==> src/rtl/mem_port_if.sv <==
// Bundle of the fetch, load/store and RAM-side signals around mem_port_arbiter.
//   slave  : the arbiter's view (requests and mem_rdata in; grants, responses, mem_* out)
//   master : the view of the core/RAM side that drives requests and observes responses
interface mem_port_if;
   logic        i_req;
   logic [31:0] i_addr;
   logic        i_gnt;
   logic        i_rvalid;
   logic [31:0] i_rdata;

   logic        d_req;
   logic        d_we;
   logic [1:0]  d_size;
   logic        d_unsigned;
   logic [31:0] d_addr;
   logic [31:0] d_wdata;
   logic        d_gnt;
   logic        d_rvalid;
   logic [31:0] d_rdata;
   logic        d_err;

   logic [2:0]  mem_we;
   logic [31:0] mem_addr;
   logic [31:0] mem_wdata;
   logic [31:0] mem_rdata;

   modport slave (
      input  i_req, i_addr, d_req, d_we, d_size, d_unsigned, d_addr, d_wdata, mem_rdata,
      output i_gnt, i_rvalid, i_rdata, d_gnt, d_rvalid, d_rdata, d_err,
             mem_we, mem_addr, mem_wdata
   );

   modport master (
      output i_req, i_addr, d_req, d_we, d_size, d_unsigned, d_addr, d_wdata, mem_rdata,
      input  i_gnt, i_rvalid, i_rdata, d_gnt, d_rvalid, d_rdata, d_err,
             mem_we, mem_addr, mem_wdata
   );
endinterface

==> src/rtl/mem_port_arbiter.sv <==
// mem_port_arbiter: shares one byte-addressed, big-endian data RAM between the
// instruction-fetch port and the load/store port. One grant per cycle, grants are
// combinational, responses come back registered one cycle after the grant.
//
// Ports:
//   clk  - clock, rising edge
//   rst  - synchronous active-high reset
//   bus  - mem_port_if.slave: i_* fetch port, d_* LSU port, mem_* RAM port
//
// Build option:
//   MEM_ARB_RR_EN defined   - round-robin on ties (tie goes to the port that did not win last)
//   MEM_ARB_RR_EN undefined - LSU wins ties; fetch is forced through after MAX_WAIT lost ties
module mem_port_arbiter #(
   parameter int MEM_BYTES = 2048,
   parameter int MAX_WAIT  = 4
) (
   input logic       clk,
   input logic       rst,
   mem_port_if.slave bus
);

   logic        i_gnt_c;
   logic        d_gnt_c;
   logic        tie_fetch;
   logic [2:0]  d_nbytes;
   logic [32:0] d_end;
   logic        d_misalign;
   logic        d_err_c;
   logic        d_store_ok;
   logic [2:0]  st_we;
   logic [31:0] st_wdata;
   logic [31:0] ld_data;

   logic        i_rvalid_q;
   logic [31:0] i_rdata_q;
   logic        d_rvalid_q;
   logic        d_err_q;
   logic [31:0] d_rdata_q;

   // Size decode: store lane formatting, load extension and access length.
   always_comb begin
      d_nbytes = 3'd4;
      st_we    = 3'b000;
      st_wdata = '0;
      ld_data  = bus.mem_rdata;
      case (bus.d_size)
         2'd0: begin
            d_nbytes = 3'd1;
            st_we    = 3'b100;
            st_wdata = {24'h0, bus.d_wdata[7:0]};
            ld_data  = {{24{~bus.d_unsigned & bus.mem_rdata[31]}}, bus.mem_rdata[31:24]};
         end
         2'd1: begin
            d_nbytes = 3'd2;
            st_we    = 3'b010;
            st_wdata = {16'h0, bus.d_wdata[15:0]};
            ld_data  = {{16{~bus.d_unsigned & bus.mem_rdata[31]}}, bus.mem_rdata[31:16]};
         end
         2'd2: begin
            st_we    = 3'b001;
            st_wdata = bus.d_wdata;
         end
         default: ;
      endcase
   end

   // 33-bit end address so an access near 0xFFFFFFFF cannot wrap back into range.
   assign d_end      = {1'b0, bus.d_addr} + {30'd0, d_nbytes};
   assign d_misalign = ((bus.d_size == 2'd1) && bus.d_addr[0]) ||
                       ((bus.d_size == 2'd2) && (bus.d_addr[1:0] != 2'b00));
   assign d_err_c    = (bus.d_size == 2'd3) || d_misalign || (d_end > 33'(MEM_BYTES));

`ifdef MEM_ARB_RR_EN
   logic last_lsu;

   assign tie_fetch = last_lsu;

   always_ff @(posedge clk) begin
      if (rst)
         last_lsu <= 1'b1;
      else if (i_gnt_c || d_gnt_c)
         last_lsu <= d_gnt_c;
   end
`else
   localparam int WCW = $clog2(MAX_WAIT + 1);

   logic [WCW-1:0] wait_cnt;

   assign tie_fetch = (wait_cnt == WCW'(MAX_WAIT));

   // Counts consecutive cycles in which a pending fetch lost to the LSU.
   always_ff @(posedge clk) begin
      if (rst)
         wait_cnt <= '0;
      else if (!bus.i_req || i_gnt_c)
         wait_cnt <= '0;
      else if (!tie_fetch)
         wait_cnt <= wait_cnt + 1'b1;
   end
`endif

   // No grants while reset is held, so nothing is issued that would be dropped.
   assign i_gnt_c    = ~rst & bus.i_req & (~bus.d_req | tie_fetch);
   assign d_gnt_c    = ~rst & bus.d_req & ~i_gnt_c;
   assign d_store_ok = d_gnt_c & bus.d_we & ~d_err_c;

   assign bus.i_gnt     = i_gnt_c;
   assign bus.d_gnt     = d_gnt_c;
   assign bus.mem_addr  = i_gnt_c ? bus.i_addr : bus.d_addr;
   assign bus.mem_we    = d_store_ok ? st_we : 3'b000;
   assign bus.mem_wdata = d_store_ok ? st_wdata : 32'h0;

   always_ff @(posedge clk) begin
      if (rst) begin
         i_rvalid_q <= 1'b0;
         i_rdata_q  <= '0;
         d_rvalid_q <= 1'b0;
         d_err_q    <= 1'b0;
         d_rdata_q  <= '0;
      end else begin
         i_rvalid_q <= i_gnt_c;
         i_rdata_q  <= i_gnt_c ? bus.mem_rdata : 32'h0;
         d_rvalid_q <= d_gnt_c;
         d_err_q    <= d_gnt_c & d_err_c;
         d_rdata_q  <= (d_gnt_c && !bus.d_we && !d_err_c) ? ld_data : 32'h0;
      end
   end

   // A reset in the cycle after a grant kills that grant's response immediately.
   assign bus.i_rvalid = i_rvalid_q & ~rst;
   assign bus.i_rdata  = i_rdata_q;
   assign bus.d_rvalid = d_rvalid_q & ~rst;
   assign bus.d_err    = d_err_q & ~rst;
   assign bus.d_rdata  = d_rdata_q;

endmodule

==> src/flat_wrapper.sv <==
// flat-port wrapper written by rule: the top's interface ports become plain ports
module mem_port_arbiter_flat 
#(
   parameter int MEM_BYTES = 2048,
   parameter int MAX_WAIT  = 4
)
  (clk, rst, bus_i_req, bus_i_addr, bus_d_req, bus_d_we, bus_d_size, bus_d_unsigned, bus_d_addr, bus_d_wdata, bus_mem_rdata, bus_i_gnt, bus_i_rvalid, bus_i_rdata, bus_d_gnt, bus_d_rvalid, bus_d_rdata, bus_d_err, bus_mem_we, bus_mem_addr, bus_mem_wdata);
  mem_port_if bus_i ();
  input logic clk;
  input logic rst;
  input wire logic [$bits(bus_i.i_req)-1:0] bus_i_req;
  input wire logic [$bits(bus_i.i_addr)-1:0] bus_i_addr;
  input wire logic [$bits(bus_i.d_req)-1:0] bus_d_req;
  input wire logic [$bits(bus_i.d_we)-1:0] bus_d_we;
  input wire logic [$bits(bus_i.d_size)-1:0] bus_d_size;
  input wire logic [$bits(bus_i.d_unsigned)-1:0] bus_d_unsigned;
  input wire logic [$bits(bus_i.d_addr)-1:0] bus_d_addr;
  input wire logic [$bits(bus_i.d_wdata)-1:0] bus_d_wdata;
  input wire logic [$bits(bus_i.mem_rdata)-1:0] bus_mem_rdata;
  output wire logic [$bits(bus_i.i_gnt)-1:0] bus_i_gnt;
  output wire logic [$bits(bus_i.i_rvalid)-1:0] bus_i_rvalid;
  output wire logic [$bits(bus_i.i_rdata)-1:0] bus_i_rdata;
  output wire logic [$bits(bus_i.d_gnt)-1:0] bus_d_gnt;
  output wire logic [$bits(bus_i.d_rvalid)-1:0] bus_d_rvalid;
  output wire logic [$bits(bus_i.d_rdata)-1:0] bus_d_rdata;
  output wire logic [$bits(bus_i.d_err)-1:0] bus_d_err;
  output wire logic [$bits(bus_i.mem_we)-1:0] bus_mem_we;
  output wire logic [$bits(bus_i.mem_addr)-1:0] bus_mem_addr;
  output wire logic [$bits(bus_i.mem_wdata)-1:0] bus_mem_wdata;
  assign bus_i.i_req = bus_i_req;
  assign bus_i.i_addr = bus_i_addr;
  assign bus_i.d_req = bus_d_req;
  assign bus_i.d_we = bus_d_we;
  assign bus_i.d_size = bus_d_size;
  assign bus_i.d_unsigned = bus_d_unsigned;
  assign bus_i.d_addr = bus_d_addr;
  assign bus_i.d_wdata = bus_d_wdata;
  assign bus_i.mem_rdata = bus_mem_rdata;
  assign bus_i_gnt = bus_i.i_gnt;
  assign bus_i_rvalid = bus_i.i_rvalid;
  assign bus_i_rdata = bus_i.i_rdata;
  assign bus_d_gnt = bus_i.d_gnt;
  assign bus_d_rvalid = bus_i.d_rvalid;
  assign bus_d_rdata = bus_i.d_rdata;
  assign bus_d_err = bus_i.d_err;
  assign bus_mem_we = bus_i.mem_we;
  assign bus_mem_addr = bus_i.mem_addr;
  assign bus_mem_wdata = bus_i.mem_wdata;
  mem_port_arbiter #(.MEM_BYTES(MEM_BYTES), .MAX_WAIT(MAX_WAIT)) u_core (.clk(clk), .rst(rst), .bus(bus_i));
endmodule
==> config.mk <==
export PLATFORM = sky130hd
export DESIGN_NAME = mem_port_arbiter_flat
export DESIGN_NICKNAME = d
export VERILOG_FILES = /design/src/rtl/mem_port_if.sv /design/src/rtl/mem_port_arbiter.sv /design/src/flat_wrapper.sv
export SDC_FILE = /design/constraint.sdc
export NUM_CORES = 1
export LEC_CHECK = 0
export CORE_UTILIZATION = 41
export DETAILED_ROUTE_END_ITERATION = 10
export GPL_TIMING_DRIVEN = 0
export MAX_ROUTING_LAYER = met4
export PLACE_DENSITY = 0.88
export RECOVER_POWER = 25
export SKIP_CTS_REPAIR_TIMING = 1
export SLEW_MARGIN = 20
export SYNTH_ARGS = -nofsm -noshare
export SYNTH_HDL_FRONTEND = slang
export SYNTH_SLANG_ARGS = --single-unit
==> constraint.sdc <==
create_clock -name clk -period 9.19 [get_ports clk]
set_input_delay 0.919 -clock clk [delete_from_list [all_inputs] [get_ports clk]]
set_output_delay 0.919 -clock clk [all_outputs]
set_load 0.01 [all_outputs]
==> results.toml <==
[global_routing]
grt_start_max_net_pins = 13
antenna_found_initial = 1
gr-total-overflow = 0
grt_pass1_wl_um = 26800
gr-usage-all-layers = 0.311
grt_pass1_vias = 5402

[critical_path]
worstPathCellList = "clkdlybuf4s50_1, clkbuf_1, nor2_1, ha_1, ha_1, nor2_1, a2111oi_1, o2111ai_1, nand3_1, o2111ai_1, or4_1, buf_2, buf_2, nor3_1, clkdlybuf4s50_1"
timing.critical_path.slowest_cell_delay_ns = 0.71
worst_reg_to_reg_setup_slack_ns = 6.16
rr_worst_depth = 10
worst_ep_required_time_ns = 8.27
rr_startpoint = "u_core.wait_cnt[0]"
endpoint_kind = "primary output"
crit_type = "in2out"
cpMaxStageDelayCell = "sky130_fd_sc_hd__a2111oi_1"
worstSetupEndpoint = "bus_mem_wdata[12]"
start_kind = "input pin"
crit_arrival_ns = 5.63
worst_path_dominant_cell_family = "buffers and inverters"
worst-path-max-fanout = 10
cp.depth = 15
worstSetupStartpoint = "bus_d_size[1]"
reg2reg_to = "u_core.bus.d_rdata[10]"
timing.critical_path.buf_inv = 5

[pwr]
power-per-cell-area_nw_per_um2 = 101
power_report.internal_total_mw = 0.553
power.leakage_nw = 2.72
clock_power_share = 0.333
p_sw_frac = 0.270
power.ir.vdd_worst_v = 0.0000872
p_comb_frac = 0.259
seqPwrFrac = 0.408
p_total_mw = 0.757
power.switching_mw = 0.205

[timing]
slew_headroom = 0.304
maximum_clock_frequency_mhz = 153
final.setup.worst_slack_ns = 2.64
final_period_minus_worst_setup_slack_ns = 6.55
fin_tns_setup_ns = 0
fin_hold_ws_ns = 0.458
hold_viol = 0
timing.final.setup_violations = 0
fin_crit_sh = 0.713
drv_slew = 0
worstMarginPinSlew_ns = 1.04
worst_clock_skew_ns = 0.00572
grt_setup_unrepaired = "false"

[routing]
post-route-drc-count = 0
topRoutingLayerUsed = "met4"
wl_per_cell_um = 18.0
first_iter_violations = 396
drt_pre_antenna_iters = 5
routed-wl-met2_um = 8980
detail_route_antenna_nets = 0
vias_after_detailed_routing = 5506
routed_wirelength_um = 17500
wl_met1_um = 6450
post_drt_via_cell_ratio = 5.67
met3RoutedLength_um = 1380

[yosys]
syn-num-nets = 690
netlist_instances = 549
yosys.area.top_type = "sky130_fd_sc_hd__dfxtp_1"
ys_dominant_reg_cell = "sky130_fd_sc_hd__dfxtp_1"
synthTopCellsByArea = "sky130_fd_sc_hd__dfxtp_1 32%, sky130_fd_sc_hd__mux2_2 6.6%, sky130_fd_sc_hd__nand3_1 5.5%"
netlist_area_um2 = 4430
syn_avg_cell_area_um2 = 8.06
yosysWarnings = 0
synth.distinct_cells = 60
post-synth-top-area-fraction = 0.317
yosysSeqAreaShare = 0.317
synth_async_sr_flop_share = 0
seq_cells_post_synth = 70
number_of_enable_flip_flop_cells_after_synthesis = 0

[clock_tree]
tritoncts.num_buffers = 9
clockBufferDepth = 2
root_buffer = "sky130_fd_sc_hd__clkbuf_8"
cts_tree = "yes"
clkTransAtPathRegs_ns = 0.07
cts_htree_levels = 3
clkSinkCount = 70
worst_skew_pair.late_latency_ns = 0.35

[layout]
nets = 970
final_core_occ = 0.720
proportion_of_layout_cells_with_a_drive_suffix_above_1 = 0.109
layout.cell_area.non_filler_um2 = 7500
final_cells = 971
syn_to_final_growth_pct = 69.4
n_fill_cell = 839

[floorplanning]
placeableCoreArea_um2 = 10400
initial_standard_cell_utilization_of_the_core = 0.425
fp.dieArea_um2 = 11200
die_h_um = 106
placementRows = 37
io_pins = 272
die_span_x_um = 106

[placed_design]
port-buffer-count = 269
half_perimeter_wire_length_after_detailed_placement_um = 14000
placed_cells = 954
dp_slack_ns = 2.71
placed_area_um2 = 7290
gp_congestion = 0.913

[min_path]
hold_path_class = "reg2reg"

[run]
maxCapViolations = 0

[outcome]
outcome = "finished clean"
[worst min-delay path by stage]
| stage | from | to | slack, ns | cells after the start |
|---|---|---|---|---|
| after floorplan | u_core.wait_cnt[0] | u_core.wait_cnt[0] | 0.42 | 1 |
| after global placement | u_core.wait_cnt[0] | u_core.wait_cnt[0] | 0.43 | 1 |
| after detailed placement | u_core.wait_cnt[0] | u_core.wait_cnt[0] | 0.45 | 1 |
| after CTS | u_core.wait_cnt[0] | u_core.wait_cnt[0] | 0.46 | 1 |
| after global routing | u_core.wait_cnt[0] | u_core.wait_cnt[0] | 0.48 | 1 |
| final | u_core.wait_cnt[0] | u_core.wait_cnt[0] | 0.46 | 1 |
[area by class of cell]
type                       instances  area [um^2]  share of cell area
multi-input combinational        419         2760               0.367
timing repair buffer             269         2690               0.359
sequential                        70         1400               0.187
buffer                            47          221              0.0295
tap                              136          170              0.0227
clock buffer                      11          151              0.0202
clock inverter                     5         57.6             0.00767
inverter                          13         48.8             0.00651
antenna                            1         2.50            0.000334
[synthesized netlist by cell type (2+ instances only)]
| master | instances |
|---|---|
| sky130_fd_sc_hd__a21oi_1 | 24 |
| sky130_fd_sc_hd__a22oi_1 | 7 |
| sky130_fd_sc_hd__a31oi_1 | 3 |
| sky130_fd_sc_hd__and2_1 | 36 |
| sky130_fd_sc_hd__and3_1 | 4 |
| sky130_fd_sc_hd__and4_1 | 8 |
| sky130_fd_sc_hd__buf_1 | 4 |
| sky130_fd_sc_hd__buf_2 | 12 |
| sky130_fd_sc_hd__buf_6 | 4 |
| sky130_fd_sc_hd__clkbuf_1 | 27 |
| sky130_fd_sc_hd__clkinv_1 | 2 |
| sky130_fd_sc_hd__dfxtp_1 | 70 |
| sky130_fd_sc_hd__ha_1 | 5 |
| sky130_fd_sc_hd__inv_1 | 11 |
| sky130_fd_sc_hd__mux2_2 | 26 |
| sky130_fd_sc_hd__mux2i_1 | 12 |
| sky130_fd_sc_hd__nand2_1 | 49 |
| sky130_fd_sc_hd__nand2b_1 | 6 |
| sky130_fd_sc_hd__nand3_1 | 49 |
| sky130_fd_sc_hd__nand4_1 | 15 |
| sky130_fd_sc_hd__nor2_1 | 12 |
| sky130_fd_sc_hd__nor2b_1 | 7 |
| sky130_fd_sc_hd__nor3_1 | 38 |
| sky130_fd_sc_hd__nor3_2 | 20 |
| sky130_fd_sc_hd__nor3b_1 | 2 |
| sky130_fd_sc_hd__nor4_1 | 9 |
| sky130_fd_sc_hd__nor4_2 | 2 |
| sky130_fd_sc_hd__nor4b_1 | 2 |
| sky130_fd_sc_hd__o2111ai_1 | 2 |
| sky130_fd_sc_hd__o21a_1 | 2 |
| sky130_fd_sc_hd__o21ai_0 | 22 |
| sky130_fd_sc_hd__o31ai_1 | 3 |
| sky130_fd_sc_hd__or2_2 | 2 |
| sky130_fd_sc_hd__or3_1 | 18 |
| sky130_fd_sc_hd__or4_1 | 2 |
| sky130_fd_sc_hd__xnor2_1 | 2 |
| sky130_fd_sc_hd__xor2_1 | 7 |
[per-layer routing]
metal,global-route usage,vias to the layer above
met5,-,-
met4,0.159,0
met3,0.0533,61
met2,0.564,339
met1,0.324,2552
li1,-,2554
[power groups by stage]
stage	combinational, mW	clock, mW	sequential, mW
2_1_floorplan	0.0734	0	0.318
3_3_place_gp	0.190	0	0.316
3_5_place_dp	0.194	0	0.316
4_1_cts	0.195	0.253	0.309
5_1_grt	0.209	0.266	0.309
6_report	0.196	0.252	0.309
[registers in the layout (all words and copies together), names as in the netlist]
name and flops:
u_core.bus.d_rdata 32, u_core.bus.i_rdata 32, u_core.wait_cnt 3, u_core.d_err_q 1, u_core.d_rvalid_q 1, u_core.i_rvalid_q 1
[logic make-up after synthesis]
group	Yosys count	synth area share
buf+inv	60	0.0611
compound gates	77	0.110
mux	38	0.0933
flops	70	0.317
simple gates	290	0.388
xor+xnor	9	0.0178
fa+ha+maj	5	0.0141
[cell usage in the layout (no fill, tap or decap), drive strengths merged, types with 3 or more instances in the layout]
cell           Yosys  routed
inv               11      11
nand3             49      49
mux2              26      26
a22oi              7       7
buf               20      20
nor4b              3       3
a31oi              3       3
clkbuf            27      38
o31ai              3       3
and2              36      36
dlygate4sd3        0      48
and3               4       4
clkdlybuf4s50      0     221
nand2b             6       6
nor4              12      12
nor2b              7       7
nand2             50      50
xor2               7       7
nor3              58      58
nor2              12      12
o21ai             23      23
nand4             16      16
clkinvlp           0       3
dfxtp             70      70
or3               18      18
clkinv             2       3
and4               8       8
mux2i             12      12
ha                 5       5
a21oi             24      24
[worst register-to-register path: cells and delay by family, from the launching register on]
| family | cells | cell delay, ns |
|---|---|---|
| buffers and inverters | 4 | 1.05 |
| adder cells (fa/ha/maj) | 1 | 0.16 |
| AND/OR/NAND/NOR | 4 | 0.53 |
| flip-flops | 1 | 0.32 |
| AO/OA/AOI/OAI | 1 | 0.84 |
No activity file was read; power rests on OpenSTA's default activity.
